[config.mk]
export PLATFORM = sky130hd
export DESIGN_NAME = ps2_key_decoder
export DESIGN_NICKNAME = d
export VERILOG_FILES = /design/src/rtl/ps2_pkg.sv /design/src/rtl/ps2_frame_rx.sv /design/src/rtl/ps2_key_decoder.sv
export SDC_FILE = /design/constraint.sdc
export NUM_CORES = 1
export LEC_CHECK = 0
export BUFFER_PORTS_ARGS = -buffer_cell sky130_fd_sc_hd__buf_4
export CELL_PAD_IN_SITES_DETAIL_PLACEMENT = 0
export CELL_PAD_IN_SITES_GLOBAL_PLACEMENT = 1
export CORE_UTILIZATION = 49
export CTS_CLUSTER_DIAMETER = 40
export DETAILED_ROUTE_END_ITERATION = 10
export GPL_ROUTABILITY_DRIVEN = 0
export PLACE_DENSITY_LB_ADDON = 0.1
export SLEW_MARGIN = 20
export SYNTH_ARGS = -nofsm -noshare
export SYNTH_HDL_FRONTEND = slang
export SYNTH_SLANG_ARGS = --single-unit
[constraint.sdc]
create_clock -name CLK -period 3.8 [get_ports CLK]
set_input_delay 0.19 -clock CLK [delete_from_list [all_inputs] [get_ports CLK]]
set_output_delay 0.19 -clock CLK [all_outputs]
set_load 0.05 [all_outputs]
[src/rtl/ps2_pkg.sv]
// rtl/ps2_pkg.sv - shared PS/2 scancode constants, frame states and set-2 to ASCII translation
package ps2_pkg;

  localparam logic [7:0] SC_BREAK = 8'hF0;
  localparam logic [7:0] SC_EXT   = 8'hE0;

  localparam logic [7:0] ASC_W = 8'h57;
  localparam logic [7:0] ASC_A = 8'h41;
  localparam logic [7:0] ASC_S = 8'h53;
  localparam logic [7:0] ASC_D = 8'h44;
  localparam logic [7:0] ASC_I = 8'h49;
  localparam logic [7:0] ASC_J = 8'h4A;
  localparam logic [7:0] ASC_K = 8'h4B;
  localparam logic [7:0] ASC_L = 8'h4C;

  typedef enum logic [1:0] {
    RX_IDLE,
    RX_DATA,
    RX_PARITY,
    RX_STOP
  } rx_state_t;

  function automatic logic [7:0] sc_to_ascii(input logic [7:0] sc);
    logic [7:0] asc;
    case (sc)
      8'h1C: asc = 8'h41;  8'h32: asc = 8'h42;  8'h21: asc = 8'h43;
      8'h23: asc = 8'h44;  8'h24: asc = 8'h45;  8'h2B: asc = 8'h46;
      8'h34: asc = 8'h47;  8'h33: asc = 8'h48;  8'h43: asc = 8'h49;
      8'h3B: asc = 8'h4A;  8'h42: asc = 8'h4B;  8'h4B: asc = 8'h4C;
      8'h3A: asc = 8'h4D;  8'h31: asc = 8'h4E;  8'h44: asc = 8'h4F;
      8'h4D: asc = 8'h50;  8'h15: asc = 8'h51;  8'h2D: asc = 8'h52;
      8'h1B: asc = 8'h53;  8'h2C: asc = 8'h54;  8'h3C: asc = 8'h55;
      8'h2A: asc = 8'h56;  8'h1D: asc = 8'h57;  8'h22: asc = 8'h58;
      8'h35: asc = 8'h59;  8'h1A: asc = 8'h5A;
      8'h29: asc = 8'h20;
      8'h5A: asc = 8'h0D;
      default: asc = 8'h00;
    endcase
    return asc;
  endfunction

endpackage

[src/rtl/ps2_frame_rx.sv]
// rtl/ps2_frame_rx.sv - PS/2 line conditioning and 11-bit frame receiver with timeout
module ps2_frame_rx
  import ps2_pkg::*;
#(
  parameter int FILTER_LEN  = 8,
  parameter int TIMEOUT_CYC = 100000
) (
  input  logic       CLK,
  input  logic       RSTn,
  input  logic       ps2_clk,
  input  logic       ps2_dat,
  output logic [7:0] rx_byte,
  output logic       byte_stb,
  output logic       err_stb
);

  localparam int FW = (FILTER_LEN > 1) ? $clog2(FILTER_LEN) : 1;
  localparam int TW = $clog2(TIMEOUT_CYC + 1);
  localparam logic [FW-1:0] FLT_MAX = FW'(FILTER_LEN - 1);
  localparam logic [TW-1:0] TO_MAX  = TW'(TIMEOUT_CYC - 1);

  logic [1:0]    clk_sync;
  logic [1:0]    dat_sync;
  logic          clk_filt;
  logic [FW-1:0] flt_cnt;
  logic          fall;

  rx_state_t     state;
  logic [2:0]    bit_cnt;
  logic [7:0]    shreg;
  logic          par_bit;
  logic [TW-1:0] to_cnt;

  always_ff @(posedge CLK or negedge RSTn) begin
    if (!RSTn) begin
      clk_sync <= 2'b11;
      dat_sync <= 2'b11;
    end else begin
      clk_sync <= {clk_sync[0], ps2_clk};
      dat_sync <= {dat_sync[0], ps2_dat};
    end
  end

  // The filtered level only flips after FILTER_LEN consecutive disagreeing samples.
  always_ff @(posedge CLK or negedge RSTn) begin
    if (!RSTn) begin
      clk_filt <= 1'b1;
      flt_cnt  <= '0;
    end else if (clk_sync[1] == clk_filt) begin
      flt_cnt <= '0;
    end else if (flt_cnt == FLT_MAX) begin
      clk_filt <= clk_sync[1];
      flt_cnt  <= '0;
    end else begin
      flt_cnt <= flt_cnt + 1'b1;
    end
  end

  assign fall = clk_filt && !clk_sync[1] && (flt_cnt == FLT_MAX);

  always_ff @(posedge CLK or negedge RSTn) begin
    if (!RSTn) begin
      state    <= RX_IDLE;
      bit_cnt  <= '0;
      shreg    <= '0;
      par_bit  <= 1'b0;
      to_cnt   <= '0;
      rx_byte  <= '0;
      byte_stb <= 1'b0;
      err_stb  <= 1'b0;
    end else begin
      byte_stb <= 1'b0;
      err_stb  <= 1'b0;
      if (fall) begin
        to_cnt <= '0;
        case (state)
          RX_IDLE: begin
            if (!dat_sync[1]) begin
              state   <= RX_DATA;
              bit_cnt <= '0;
            end else begin
              err_stb <= 1'b1;
            end
          end
          RX_DATA: begin
            shreg   <= {dat_sync[1], shreg[7:1]};
            bit_cnt <= bit_cnt + 1'b1;
            if (bit_cnt == 3'd7) state <= RX_PARITY;
          end
          RX_PARITY: begin
            par_bit <= dat_sync[1];
            state   <= RX_STOP;
          end
          RX_STOP: begin
            if (dat_sync[1] && (^{shreg, par_bit})) begin
              rx_byte  <= shreg;
              byte_stb <= 1'b1;
            end else begin
              err_stb <= 1'b1;
            end
            state <= RX_IDLE;
          end
          default: state <= RX_IDLE;
        endcase
      end else if (state != RX_IDLE) begin
        if (to_cnt == TO_MAX) begin
          state   <= RX_IDLE;
          err_stb <= 1'b1;
          to_cnt  <= '0;
        end else begin
          to_cnt <= to_cnt + 1'b1;
        end
      end
    end
  end

endmodule

[src/rtl/ps2_key_decoder.sv]
// rtl/ps2_key_decoder.sv - PS/2 set-2 keyboard front end presenting the held key as ASCII
module ps2_key_decoder
  import ps2_pkg::*;
#(
  parameter int FILTER_LEN  = 8,
  parameter int TIMEOUT_CYC = 100000
) (
  input  logic       CLK,
  input  logic       RSTn,
  input  logic       PS2_CLK,
  input  logic       PS2_DAT,
  output logic [7:0] KEY_CODE,
  output logic       KEY_VALID,
  output logic       FRAME_ERR
);

  logic [7:0] rx_byte;
  logic       byte_stb;
  logic       err_stb;
  logic       brk_flag;
  logic       ext_flag;
  logic       is_prefix;
  logic [7:0] asc;
  logic [7:0] key_next;

  ps2_frame_rx #(
    .FILTER_LEN (FILTER_LEN),
    .TIMEOUT_CYC(TIMEOUT_CYC)
  ) u_rx (
    .CLK     (CLK),
    .RSTn    (RSTn),
    .ps2_clk (PS2_CLK),
    .ps2_dat (PS2_DAT),
    .rx_byte (rx_byte),
    .byte_stb(byte_stb),
    .err_stb (err_stb)
  );

  assign is_prefix = (rx_byte == SC_BREAK) || (rx_byte == SC_EXT);
  assign asc       = sc_to_ascii(rx_byte);

  // A release only clears the key it names, so letting go of an older key keeps the newer one.
  always_comb begin
    key_next = KEY_CODE;
    if (byte_stb && !is_prefix && !ext_flag) begin
      if (brk_flag) begin
        if (asc == KEY_CODE) key_next = 8'h00;
      end else if (asc != 8'h00) begin
        key_next = asc;
      end
    end
  end

  always_ff @(posedge CLK or negedge RSTn) begin
    if (!RSTn) begin
      KEY_CODE  <= 8'h00;
      KEY_VALID <= 1'b0;
      brk_flag  <= 1'b0;
      ext_flag  <= 1'b0;
    end else begin
      KEY_VALID <= (key_next != KEY_CODE);
      KEY_CODE  <= key_next;
      if (byte_stb) begin
        if (rx_byte == SC_BREAK) begin
          brk_flag <= 1'b1;
        end else if (rx_byte == SC_EXT) begin
          ext_flag <= 1'b1;
        end else begin
          brk_flag <= 1'b0;
          ext_flag <= 1'b0;
        end
      end
    end
  end

  assign FRAME_ERR = err_stb;

endmodule

# Word level (Yosys, flattened, before mapping)
# Memory sizes are Yosys's and may differ from the RTL's.
# Cells that the tools add are included.
totals:
  register_bits: 60
  romBits: 896
  inputBits: 4
  word_cells: 91
  mem_count: 1
classes:
  add_sub_neg: 3
  eq_ne: 15
  n_mux: 30
  bitwise: 2
  n_reduce_logical: 24
mem_list:
  columns: ["memory", "depth", "width", "rd", "rd_ports_with_merged_regs", "write_ports", "line_no", "source"]
  rows:
  - ["(name not given)", 128, 7, 1, 0, 0, "ps2_pkg.sv:25", "case (sc)"]
op_table:
  columns: ["op", "n"]
  rows:
  - ["17-bit two-way mux", 3]
  - ["8-bit two-way mux", 5]
  - ["17-bit by 1-bit adder with 17-bit output (second input constant)", 1]
  - ["17-bit equality test (second input constant)", 1]
  - ["8-bit equality test (second input constant)", 2]
  - ["1-bit two-way mux", 11]
  - ["2-bit two-way mux", 5]
  - ["2-bit AND reduction", 5]
  - ["3-bit two-way mux", 3]
  - ["9-bit XOR reduction", 1]
  - ["8-bit equality test", 1]
  - ["8-bit inequality test", 1]
  - ["2-bit case mux with 4 select lines", 1]
  - ["2-bit nonzero test", 4]
  - ["8-bit nonzero test", 1]
  - ["3-bit by 1-bit adder with 3-bit output (second input constant)", 2]
  - ["3-bit equality test (second input constant)", 2]
  - ["3-bit inequality test (second input constant)", 2]
  - ["3-bit case mux with 2 select lines", 1]
  - ["3-bit AND reduction", 2]
  - ["1-bit logical AND", 5]
  - ["2-bit equality test (second input constant)", 2]
  - ["2-bit inequality test (second input constant)", 2]
  - ["4-bit AND reduction", 1]
  - ["7 further kinds", 10]

# Longest topological paths before layout
depth:
  word_depth: 7
  ltp_mapped: 13

# By module
# Synthesis repeated with hierarchy kept, for this count alone.
unflattened:
  cells_unflattened: 421
  hier_area_um2: 4023.9
by_module_without_submodules:
  columns: ["mod", "n_inst", "cells_each", "area_per_inst_um2", "seq_area_each_um2"]
  rows:
  - ["ps2_frame_rx", 1, 207, 2349.8, 1232.4]
  - ["ps2_key_decoder", 1, 214, 1674.1, 275.3]

# Least setup slack after synthesis
# Ideal clock, no wire load.
synth_timing:
  path_kind: "register to register"
  start: "reg u_rx.rx_byte[1]"
  end: "reg KEY_CODE[1]"
  setup_time_ns: 0.138
  arrival_time_ns: 2.932
  required_time_ns: 3.662
  slack_ns: 0.730
  stages_incl_launch_ff: 13
  path_buffers: 2
  synth_period_minus_slack_ns: 3.070
  cell_sequence: "dfrtp_1 buf_2 inv_1 ha_1 clkbuf_1 a211oi_1 o21ai_0 a2bb2oi_1 or3_2 xnor2_1 or4_4 a22oi_4 o22ai_1"
synth_via:
  elab_chain_cells: 6
  elab_cells_between_ends: 14
  classes_between: "eq/ne (3); mux (5); reduce/logical (5); memory (1)"
synth_lines:
  columns: ["item", "line_no", "source"]
  rows:
  - ["from (decl)", "ps2_frame_rx.sv:12", "output logic [7:0] rx_byte,"]
  - ["from (signal assigned)", "ps2_frame_rx.sv:96", "rx_byte <= shreg;"]
  - ["memory 128 x 7 bit / 8-bit equality test (equally long branches)", null, null]
  - ["8-bit two-way mux / 1-bit logical OR (equally long branches)", "ps2_pkg.sv:25, ps2_key_decoder.sv:39", null]
  - ["8-bit equality test (tied with other cells)", "ps2_key_decoder.sv:47", "if (asc == KEY_CODE) key_next = 8'h00;"]
  - ["8-bit two-way mux (tied with other cells)", "ps2_key_decoder.sv:47", null]
  - ["8-bit two-way mux / 1-bit logical AND (equally long branches)", "ps2_key_decoder.sv:46, ps2_key_decoder.sv:45", null]
  - ["8-bit two-way mux (*)", "ps2_key_decoder.sv:45", "if (byte_stb && !is_prefix && !ext_flag) begin"]
  - ["named net key_next[1]", "ps2_key_decoder.sv:24", "logic [7:0] key_next;"]
  - ["to (signal assigned)", "ps2_key_decoder.sv:62", "KEY_CODE <= key_next;"]
  - ["to (decl)", "ps2_key_decoder.sv:12", "output logic [7:0] KEY_CODE,"]
# The timed path passes the listed nets; every way through them passes the cells marked *.
# A chain may end at the register's enable or synchronous reset.

# Final worst setup path
layout_timing:
  start: "reg u_rx.rx_byte[1]"
  end: "reg KEY_CODE[2]"
# Same word-level chain as after synthesis.

==> metrics.md <==
| Metric | Value |
|---|---|
| Psw | `0.306 mW` |
| Seq cells post-synth | `60` |
| Initial Util | `0.508` |
| WL/cell | `about 16 um` |
| Dominant cells by area after synthesis | `dfrtp_1 (35%), mux2_2 (5.7%), ha_1 (5.4%)` |
| Clk sinks | `60` |
| Fmax | `287 MHz` |
| CP required | `4.01 ns` |
| Die height | `91.7 um` |
| Period minus WS final | `3.49 ns` |
| Most common cell after layout, fill and taps aside | `dfrtp_1` |
| Share of power burned in registers | `0.515` |
| Site Rows | `32` |
| Yosys top cell by area | `dfrtp_1` |
| CP Launch Type | `flop` |
| FFs w/ async S/R, synth | `1.00` |
| Initial DRC Count | `157` |
| Core Footprint | `0.00777 sq mm` |
| Vias in the first global route | `between 3000 and 4000` |
| Grt total ovfl | `0` |
| Top-area cell type share of the netlist area | `0.349` |
| RSZ-0062 raised after global routing | `no` |
| Area Overhead vs Synth | `8.88%` |
| GRT Overall Usage | `0.223` |
| Post-CTS Repair Setup Buffers | `0` |
| Placed standard-cell area | `between 0.004 and 0.005 sq mm` |
| Crit path DAT | `3.70 ns` |
| Final Instance Area | `0.00430 sq mm` |
| Initial antenna violation count | `0` |
| Slowest-stage cell, CP | `dfrtp_1` |
| Post-Syn Nets | `432` |
| CTS Buf Count | `9` |
| Warnings from Yosys | `0` |
| Max Cap Viol | `0` |
| DRC Markers | `0` |
| Mean Syn Cell Area | `9.60 sq um` |
| Pwr Total | `1.28 mW` |
| Final core utilization | `0.553` |
| Final Max Slew Viols | `0` |
| Synthesized area | `0.00395 sq mm` |
| Most frequent cells in the layout | `dfrtp_1 (55), nor2_1 (34), nand2_1 (28)` |
| Crit path buffers/inverters | `1` |
| Hold Crit Class | `flop to flop` |
| Skew final | `~0.017 ns` |
| Fin. Hold Viols | `0` |
| DR pass1 iterations | `4` |
| Vias | `~3100` |
| Worst setup path category | `flop to flop` |
| Post-DP HPWL | `6.07 mm` |
| Root Driver | `clkbuf_8` |
| NumNets Final | `440` |
| Cell internal pwr | `between 0.9 and 1 mW` |
| Final Setup Violations | `0` |
| Met2 Resource Use GR | `0.352` |
| Remaining antenna violation count | `0` |
| Status | `completed` |
| GRT met1 Usage | `0.306` |
| PD cells | `299 mW/mm^2` |
| Logic pwr share | `0.031` |
| Most used DFF post-synth | `dfrtp_1` |
| Fin crit share | `0.917` |
| Largest net degree at the start of global routing | `~60` |
| Setup TNS | `0 ns` |
| Worst-skew pair later-pin latency | `approximately 0.34 ns` |
| TritonCTS clock tree | `built` |
| WL final | `between 8 and 9 mm` |
| Share of cells above drive strength 1 | `0.167` |
| Crit-path max cell delay | `0.61 ns` |
| Input/output buffers | `13` |
| Hold_ws | `0.361 ns` |
| Grt met3 use | `0.0464` |
| H-tree level count | `3` |
| Chip width | `just over 90 um` |
| Global route hottest layer | `met2` |
| Yosys cell types | `72` |
| CP delay by family, top | `simple AND/OR/NAND/NOR gates` |
| Sequential share of the synthesized area | `0.382` |
| Rel. slew slack | `0.393` |
| Clock Path Buffers | `2` |
| Switching part of the total | `0.238` |
| DIE AREA | `0.00842 sq mm` |
| Max FO, Critical Path | `12` |
| # diodes | `0` |
| Static leakage | `1.88 nW` |
| First-pass GRT wire length | `14.7 mm` |
| Worst-path clk slew | `~0.08 ns` |
| Drt via density | `5.86` |
| Clock power share | `0.454` |
| Num ports | `14` |
| Cell count after synthesis | `411` |
| Post-synth EDFFs | `0` |
| Worst Tran Pin Value | `0.910 ns` |
| VDD IR max | `0.283 mV` |
| Cell Chain, Critical Path | `inv_1, ha_1, mux2i_1, nor4_1, o311ai_4, xnor2_1, nand4_1, or4_4, a22oi_4, o22ai_1` |
| Critical path capture point type | `flop` |
[per-layer routing]
layer / vias to the layer above / share of wire
met2: 58 / 0.48
met1: 1504 / 0.48
met5: - / 0
li1: 1511 / -
met4: 0 / 0.014
met3: 11 / 0.031
[synthesized netlist by cell type (2+ instances only)]
library cell,n
nand2b_1,9
o31ai_1,9
nor2_1,34
clkbuf_1,8
ha_1,17
inv_1,21
nor2b_1,11
o211a_1,2
a21oi_1,13
nand4bb_1,2
mux2_2,20
and3_1,4
a211o_1,3
a32oi_1,2
mux2i_1,6
o311ai_1,3
o21a_1,2
buf_6,3
and2_1,6
a21o_1,2
nand2_1,28
o22ai_1,7
o21ai_0,22
nor4b_1,2
nand4_1,5
dfrtp_1,55
nor4_1,8
xnor2_1,15
a31oi_1,4
xor2_1,9
nand3_1,13
a311oi_1,3
nor3_1,3
o311ai_4,2
a211oi_1,5
or2_2,3
buf_2,7
nor3b_1,2
dfstp_2,5
o211ai_1,2
nand4b_1,3
[flip-flops by register name (all words and copies together), names as in the netlist]
name	count
u_rx.byte_stb	1
u_rx.dat_sync	2
u_rx.par_bit	1
u_rx.bit_cnt	3
u_rx.to_cnt	17
u_rx.rx_byte	8
KEY_VALID	1
KEY_CODE	8
ext_flag	1
brk_flag	1
u_rx.clk_sync	2
u_rx.clk_filt	1
u_rx.state	2
u_rx.flt_cnt	3
u_rx.shreg	8
u_rx.err_stb	1
[final timing paths]
check | start | end | slack [ns] | cells past startpoint
worst max-delay path | u_rx.rx_byte[1] | KEY_CODE[2] | 0.31 | 10
min in group asynchronous | RSTn | u_rx.to_cnt[14] | 0.46 | 2
worst max register to register | u_rx.rx_byte[1] | KEY_CODE[2] | 0.31 | 10
worst min register to register | u_rx.dat_sync[0] | u_rx.dat_sync[1] | 0.36 | 0
worst min-delay path | u_rx.dat_sync[0] | u_rx.dat_sync[1] | 0.36 | 0
max in group asynchronous | RSTn | u_rx.shreg[1] | 2.82 | 2
[worst reg2reg max path: stages, from the launching register on]
cell and delay, ns:
dfrtp_1 0.61, inv_1 0.19, ha_1 0.34, mux2i_1 0.30, nor4_1 0.13, o311ai_4 0.50
xnor2_1 0.18, nand4_1 0.21, or4_4 0.55, a22oi_4 0.23, o22ai_1 0.13
[power groups by stage]
stage               sequential (mW)  clock, mW  combinational [mW]
finish                        0.662      0.582              0.0395
global route                  0.663      0.628              0.0488
CTS                           0.662      0.597              0.0418
global placement              0.673          0              0.0377
floorplan                     0.672          0              0.0197
detailed placement            0.674          0              0.0391
[cells by family after synthesis]
family,synth area share
flops,0.382
mux,0.0761
fa+ha+maj,0.0539
xor+xnor,0.0533
simple gates,0.198
compound gates,0.187
buf+inv,0.0491
[cell type report]
class	count	area, sq um
clock buffers	9	124
flip-flops and latches	60	1510
repair buffers	17	135
fillers	719	3470
clock inverters	7	75.1
well taps	102	128
multi-input cells	309	2240
inverters	22	82.6
[stage by stage]
stage / setup WS (ns) / instances
finish: 0.314 / 526
global route: 0.0340 / 526
CTS: 0.383 / 526
detailed placement: 0.387 / 507
global placement: 0.425 / 507
floorplan: 0.730 / 411
[timing repair]
| action | CTS | global route |
|---|---|---|
| hold endpoints to repair | 57 | 0 |
| hold buffers | 3 | 0 |
| gates resized for setup | 0 | 0 |
Note: power is estimated with default switching activity, not from simulation.
